`config.mk`:
```
export PLATFORM = sky130hd
export DESIGN_NAME = window_feeder
export DESIGN_NICKNAME = d
export VERILOG_FILES = /design/src/rtl/window_feeder.sv
export SDC_FILE = /design/constraint.sdc
export NUM_CORES = 2
export LEC_CHECK = 0
export CAP_MARGIN = 30
export CORE_ASPECT_RATIO = 0.6
export CORE_MARGIN = 2
export CORE_UTILIZATION = 45
export CTS_BUF_LIST = sky130_fd_sc_hd__clkbuf_4 sky130_fd_sc_hd__clkbuf_8 sky130_fd_sc_hd__clkbuf_16
export DETAILED_ROUTE_END_ITERATION = 12
export HOLD_SLACK_MARGIN = 0.03
export PLACE_DENSITY = 0.65
export SYNTH_ARGS = -nofsm -noshare
export SYNTH_HDL_FRONTEND = slang
export SYNTH_SLANG_ARGS = --single-unit
```
`constraint.sdc`:
```
create_clock -name clk -period 4.63 [get_ports clk]
set_input_delay 1.389 -clock clk [delete_from_list [all_inputs] [get_ports clk]]
set_output_delay 1.389 -clock clk [all_outputs]
set_load 0.02 [all_outputs]
```
`src/rtl/window_feeder.sv`:
```
// Row-cache consumer: keeps the last K feature-map rows in a line buffer and
// streams K x K sliding windows (row-major) to the PE array.
`timescale 1ns/1ps
module window_feeder #(
    parameter int DATA_WIDTH  = 8,
    parameter int IF_WIDTH    = 34,
    parameter int IF_HEIGHT   = 34,
    parameter int K           = 3,
    parameter int CACHE_WIDTH = DATA_WIDTH * IF_WIDTH,
    parameter int WIN_WIDTH   = DATA_WIDTH * K * K,
    localparam int ROW_W      = (IF_HEIGHT > 1) ? $clog2(IF_HEIGHT) : 1,
    localparam int COL_W      = (IF_WIDTH > 1) ? $clog2(IF_WIDTH) : 1
) (
    input  logic                   clk,
    input  logic                   rst_n,
    input  logic                   clk_en,
    input  logic                   start,
    input  logic                   cache_empty,
    output logic                   read_cache_req,
    input  logic [CACHE_WIDTH-1:0] cache_out,
    output logic [WIN_WIDTH-1:0]   win_data,
    output logic                   win_valid,
    input  logic                   win_ready,
    output logic [ROW_W-1:0]       win_row,
    output logic [COL_W-1:0]       win_col,
    output logic                   busy,
    output logic                   frame_done,
    output logic [2:0]             dbg_state_o
);

    localparam int FILL_W = $clog2(K + 1);
    localparam logic [COL_W-1:0]  COL_LAST  = COL_W'(IF_WIDTH - K);
    localparam logic [ROW_W-1:0]  ROW_LAST  = ROW_W'(IF_HEIGHT - K);
    localparam logic [FILL_W-1:0] FILL_LAST = FILL_W'(K - 1);

    typedef enum logic [2:0] {
        IDLE       = 3'd0,
        FILL_REQ   = 3'd1,
        FILL_WAIT  = 3'd2,
        STREAM     = 3'd3,
        SLIDE_REQ  = 3'd4,
        SLIDE_WAIT = 3'd5,
        DONE       = 3'd6
    } state_t;

    state_t                  state_q, state_d;
    logic [CACHE_WIDTH-1:0]  lb_q [K];
    logic [CACHE_WIDTH-1:0]  lb_d [K];
    logic [ROW_W-1:0]        row_q, row_d;
    logic [COL_W-1:0]        col_q, col_d;
    logic [FILL_W-1:0]       fill_q, fill_d;
    logic [WIN_WIDTH-1:0]    win_q, win_d;
    logic                    valid_q, done_q;
    logic                    load_win, pop, xfer;
    logic [CACHE_WIDTH-1:0]  sh;

    // Handshake: a window moves when win_valid & win_ready are both high on an
    // enabled edge; win_data/win_valid never change while the consumer stalls.
    assign pop  = clk_en & ~cache_empty & ((state_q == FILL_REQ) | (state_q == SLIDE_REQ));
    assign xfer = clk_en & valid_q & win_ready;

    always_comb begin
        state_d  = state_q;
        row_d    = row_q;
        col_d    = col_q;
        fill_d   = fill_q;
        lb_d     = lb_q;
        load_win = 1'b0;
        case (state_q)
            IDLE: begin
                if (start) begin
                    state_d = FILL_REQ;
                    row_d   = '0;
                    col_d   = '0;
                    fill_d  = '0;
                end
            end
            FILL_REQ:  if (pop) state_d = FILL_WAIT;
            SLIDE_REQ: if (pop) state_d = SLIDE_WAIT;
            FILL_WAIT, SLIDE_WAIT: begin
                for (int i = 0; i < K - 1; i++) lb_d[i] = lb_q[i+1];
                lb_d[K-1] = cache_out;
                load_win  = 1'b1;
                if (state_q == SLIDE_WAIT) begin
                    state_d = STREAM;
                end else begin
                    fill_d  = fill_q + FILL_W'(1);
                    state_d = (fill_q == FILL_LAST) ? STREAM : FILL_REQ;
                end
            end
            STREAM: begin
                if (xfer) begin
                    load_win = 1'b1;
                    if (col_q < COL_LAST) begin
                        col_d = col_q + COL_W'(1);
                    end else if (row_q == ROW_LAST) begin
                        state_d = DONE;
                    end else begin
                        col_d   = '0;
                        row_d   = row_q + ROW_W'(1);
                        state_d = SLIDE_REQ;
                    end
                end
            end
            DONE:    state_d = IDLE;
            default: state_d = IDLE;
        endcase
    end

    // Window as it will look after this edge; element (0,0) lands in the MSBs.
    always_comb begin
        win_d = '0;
        sh    = '0;
        for (int r = 0; r < K; r++) begin
            for (int c = 0; c < K; c++) begin
                sh = lb_d[r] >> ((IF_WIDTH - 1 - (int'(col_d) + c)) * DATA_WIDTH);
                win_d[WIN_WIDTH-1-(r*K+c)*DATA_WIDTH -: DATA_WIDTH] = sh[DATA_WIDTH-1:0];
            end
        end
    end

    always_ff @(posedge clk or negedge rst_n) begin
        if (!rst_n) begin
            state_q <= IDLE;
            for (int i = 0; i < K; i++) lb_q[i] <= '0;
            row_q   <= '0;
            col_q   <= '0;
            fill_q  <= '0;
            win_q   <= '0;
            valid_q <= 1'b0;
            done_q  <= 1'b0;
        end else if (clk_en) begin
            state_q <= state_d;
            lb_q    <= lb_d;
            row_q   <= row_d;
            col_q   <= col_d;
            fill_q  <= fill_d;
            if (load_win) win_q <= win_d;
            valid_q <= (state_d == STREAM);
            done_q  <= (state_q == DONE);
        end
    end

    assign read_cache_req = pop;
    assign win_data       = win_q;
    assign win_valid      = valid_q;
    assign win_row        = row_q;
    assign win_col        = col_q;
    assign busy           = (state_q != IDLE);
    assign frame_done     = done_q;
    assign dbg_state_o    = state_q;

endmodule

```
==> results_dict.tcl <==
set metrics [dict create \
    vias 70990 \
    htreeDepth 3 \
    ant_nets 0 \
    synthArstFlopShare_pct 100.0 \
    vias_per_cell 7.086 \
    dpl_cell_area_sq_um 82150 \
    synth_top_family_by_area "multiplexers" \
    hold_viol_final 0 \
    antenna_found_initial 45 \
    cp-end-kind "register" \
    globalplace.congestion 1.126 \
    r2r_setup_slack_ns -0.05 \
    drv_cap 0 \
    final_area_sq_um 86380 \
    cp_max_fo 8 \
    final_nets 8206 \
    avgSynthCellArea_sq_um 9.733 \
    grt_pass1_vias 64750 \
    drtIter0Drc 13180 \
    yosys_warnings 0 \
    final_cell_mix "1112 x buf_4, 971 x mux2i_1, 904 x dfrtp_1" \
    grt_max_degree 172 \
    finalSetupTns_ns -0.5913 \
    worstSetupPathType "input port to register" \
    required_ns 5.28 \
    seq_area_frac_synth_pct 33.82 \
    period_needed_ns 4.737 \
    drtPass1Iterations 9 \
    synthDistinctLibCells 101 \
    rsz0062_at_grt "no" \
    rr_endpoint "win_data[43]$_DFFE_PN0P_" \
    detailed_place_hpwl_um 306500 \
    initial_core_util_pct 45.44 \
    track_usage_pct 50.13 \
    clock_sinks 907 \
    grt_overflow 0 \
    totalWireLength_um 393300 \
    clock_path_buffers 3 \
    area_delta_synth_final_pct 28.70 \
    layout-drive-gt1-share_pct 32.07 \
    slew_headroom_pct 19.02 \
    die_h_um 303.2 \
    synth_cells 6896 \
    clock-root-buffer "clkbuf_16" \
    r2r_cells 11 \
    nFillCells 12730 \
    drc 0 \
    clk_latency_ns 0.79 \
    synthSimpleGateAreaFrac_pct 10.86 \
    ys_seq_elements 907 \
    core_area_sq_um 147700 \
    final_common_cell "buf_4" \
    cp-start-kind "input port" \
    synth-compound-area-share_pct 18.60 \
    synth_edf_count 0 \
    r2r-start "dbg_state_o[2]$_DFFE_PN0P_" \
    slew_viol_final 0 \
    setup_slack_ns -0.1071 \
    fin_skew_ns 0.05498 \
    grt_pass1_wl_um 532600 \
    setup_viol 11 \
    final_core_util_pct 58.49 \
    clk_pin_slew_ns 0.07 \
    io_buffers 368 \
    max_freq_ghz 0.2111 \
    netlist_area_sq_um 67120 \
    syn_nets 7179 \
    synthMuxAreaShare_pct 31.41 \
    hp-class "register to register" \
    cts_tree "yes" \
    yosys.area_share.xor_xnor_pct 0.2983 \
    routedWlPerCell_um 39.26 \
    fin_crit_sh_pct 102.3 \
    worstHoldStart "fill_q[1]$_DFFE_PN0P_" \
    synth-main-ff-cell "dfrtp_1" \
    whs_path_depth 2 \
    cts-buffers-inserted 96 \
    row_count 109 \
    worst_pin_slew_ns 1.215 \
    min_to "fill_q[1]$_DFFE_PN0P_" \
    fp.dieW_um 502.6 \
    io_pins 369 \
    dieArea_sq_um 152400 \
    synthAdderAreaFrac_pct 0.09321 \
    dp_slack_ns -1.133 \
    cp.arrival_ns 5.38 \
    violations "negative setup slack" \
    outcome "complete, but fails checks" \
]
stage by stage:
| stage | instances | hold slack, ns |
|---|---|---|
| global route | 10000 | 0.5118 |
| detailed placement | 9809 | 0.4778 |
| finish | 10020 | 0.4931 |
| floorplan | 6896 | 0.4528 |
| global placement | 9808 | 0.4655 |
| CTS | 9991 | 0.4998 |
kinds of logic after synthesis:
| logic type | Yosys count |
|---|---|
| fa+ha+maj | 5 |
| xor+xnor | 19 |
| simple gates | 1570 |
| compound gates | 1751 |
| buf+inv | 748 |
| mux | 1896 |
| flops | 907 |
critical path, cell delays in order:
cell and delay, ns:
clkdlybuf4s50_1 0.56, nand3_4 0.17, buf_4 0.21, or4_1 0.57, o211ai_1 0.16, buf_4 0.21, buf_4 0.26, nor3_2 0.13
xnor2_2 0.31, buf_4 0.33, buf_4 0.28, a211o_1 0.26, a21oi_4 0.15, or3_1 0.37
timing repair:
item	in CTS	in global routing
hold buffers	0	0
resized for setup	38	34
buffers inserted	4	7
hold endpoints to repair	0	0
gates cloned	2	1
endpoints found under the setup margin	16	39
pin swaps	5	9
metal layers:
| layer | global-route usage, % | vias to the layer above | wire [um] |
|---|---|---|---|
| li1 | - | 28660 | - |
| met4 | 20.03 | 38 | 19670 |
| met3 | 26.37 | 959 | 68880 |
| met1 | 69.88 | 35530 | 159200 |
| met5 | 0 | - | 457 |
| met2 | 63.72 | 5797 | 145000 |
Yosys cell counts, types with 10 or more instances:
cell type	count	share of area (%)
buf_6	11	0.18
mux2i_1	978	15
o31a_1	40	0.52
nand3_1	187	1.4
o211ai_1	60	0.67
clkbuf_1	369	2.1
a41oi_1	10	0.13
nor3_1	137	1.0
a32oi_1	36	0.47
mux4_2	84	2.8
o221ai_1	223	2.9
or3_1	22	0.21
buf_4	18	0.20
o2bb2ai_1	40	0.52
and3_1	80	0.75
a32o_1	19	0.28
buf_2	260	1.9
a21oi_1	202	1.5
a31oi_1	115	1.1
nor2_1	204	1.1
mux2_2	832	14
o31ai_1	15	0.17
o2111ai_1	11	0.14
o221a_2	14	0.23
a211oi_1	46	0.51
o21ai_0	269	2.0
and2_1	16	0.15
a221o_1	16	0.24
buf_1	71	0.40
dfrtp_1	907	34
nor4_1	11	0.10
nand2_1	728	4.1
a311oi_1	36	0.47
xnor2_1	15	0.20
o22ai_1	246	2.3
a221oi_1	63	0.82
a22o_1	14	0.18
a22oi_1	104	1.2
or3b_2	30	0.39
nand4_1	26	0.24
o311ai_0	47	0.61
a211o_1	25	0.33
nand2b_1	65	0.61
inv_1	11	0.062
a311o_1	11	0.16
flip-flops by register name, indices dropped and copies added (netlist names):
| signal | flops |
|---|---|
| lb_q | 816 |
| win_row | 6 |
| fill_q | 2 |
| win_col | 6 |
| win_data | 72 |
| frame_done | 1 |
| dbg_state_o | 3 |
| win_valid | 1 |
how the worst max path moves through the flow:
| stage | from | end | slack [ns] |
|---|---|---|---|
| 2_1_floorplan | start | win_data[34]$_DFFE_PN0P_ | -0.29 |
| 3_3_place_gp | start | win_data[15]$_DFFE_PN0P_ | -2.31 |
| 3_5_place_dp | start | win_data[12]$_DFFE_PN0P_ | -1.13 |
| 4_1_cts | start | win_data[33]$_DFFE_PN0P_ | 0.0003 |
| 5_1_grt | dbg_state_o[2]$_DFFE_PN0P_ | busy | 0.002 |
| 6_report | clk_en | win_data[69]$_DFFE_PN0P_ | -0.11 |
final cells by class:
| class | instances | area [sq um] | area share, % |
|---|---|---|---|
| Antenna cell | 18 | 45.04 | 0.05214 |
| Clock inverter | 53 | 895.9 | 1.037 |
| Inverter | 18 | 111.4 | 0.1289 |
| Tap cell | 1998 | 2500 | 2.894 |
| Clock buffer | 123 | 2740 | 3.172 |
| Sequential cell | 907 | 22710 | 26.29 |
| Timing Repair Buffer | 1659 | 15610 | 18.07 |
| Multi-Input combinational cell | 5241 | 41780 | 48.36 |
Power is left out: the tool's default activity adds up to more than one toggle a clock period on the data nets, which glitch-free logic cannot reach.
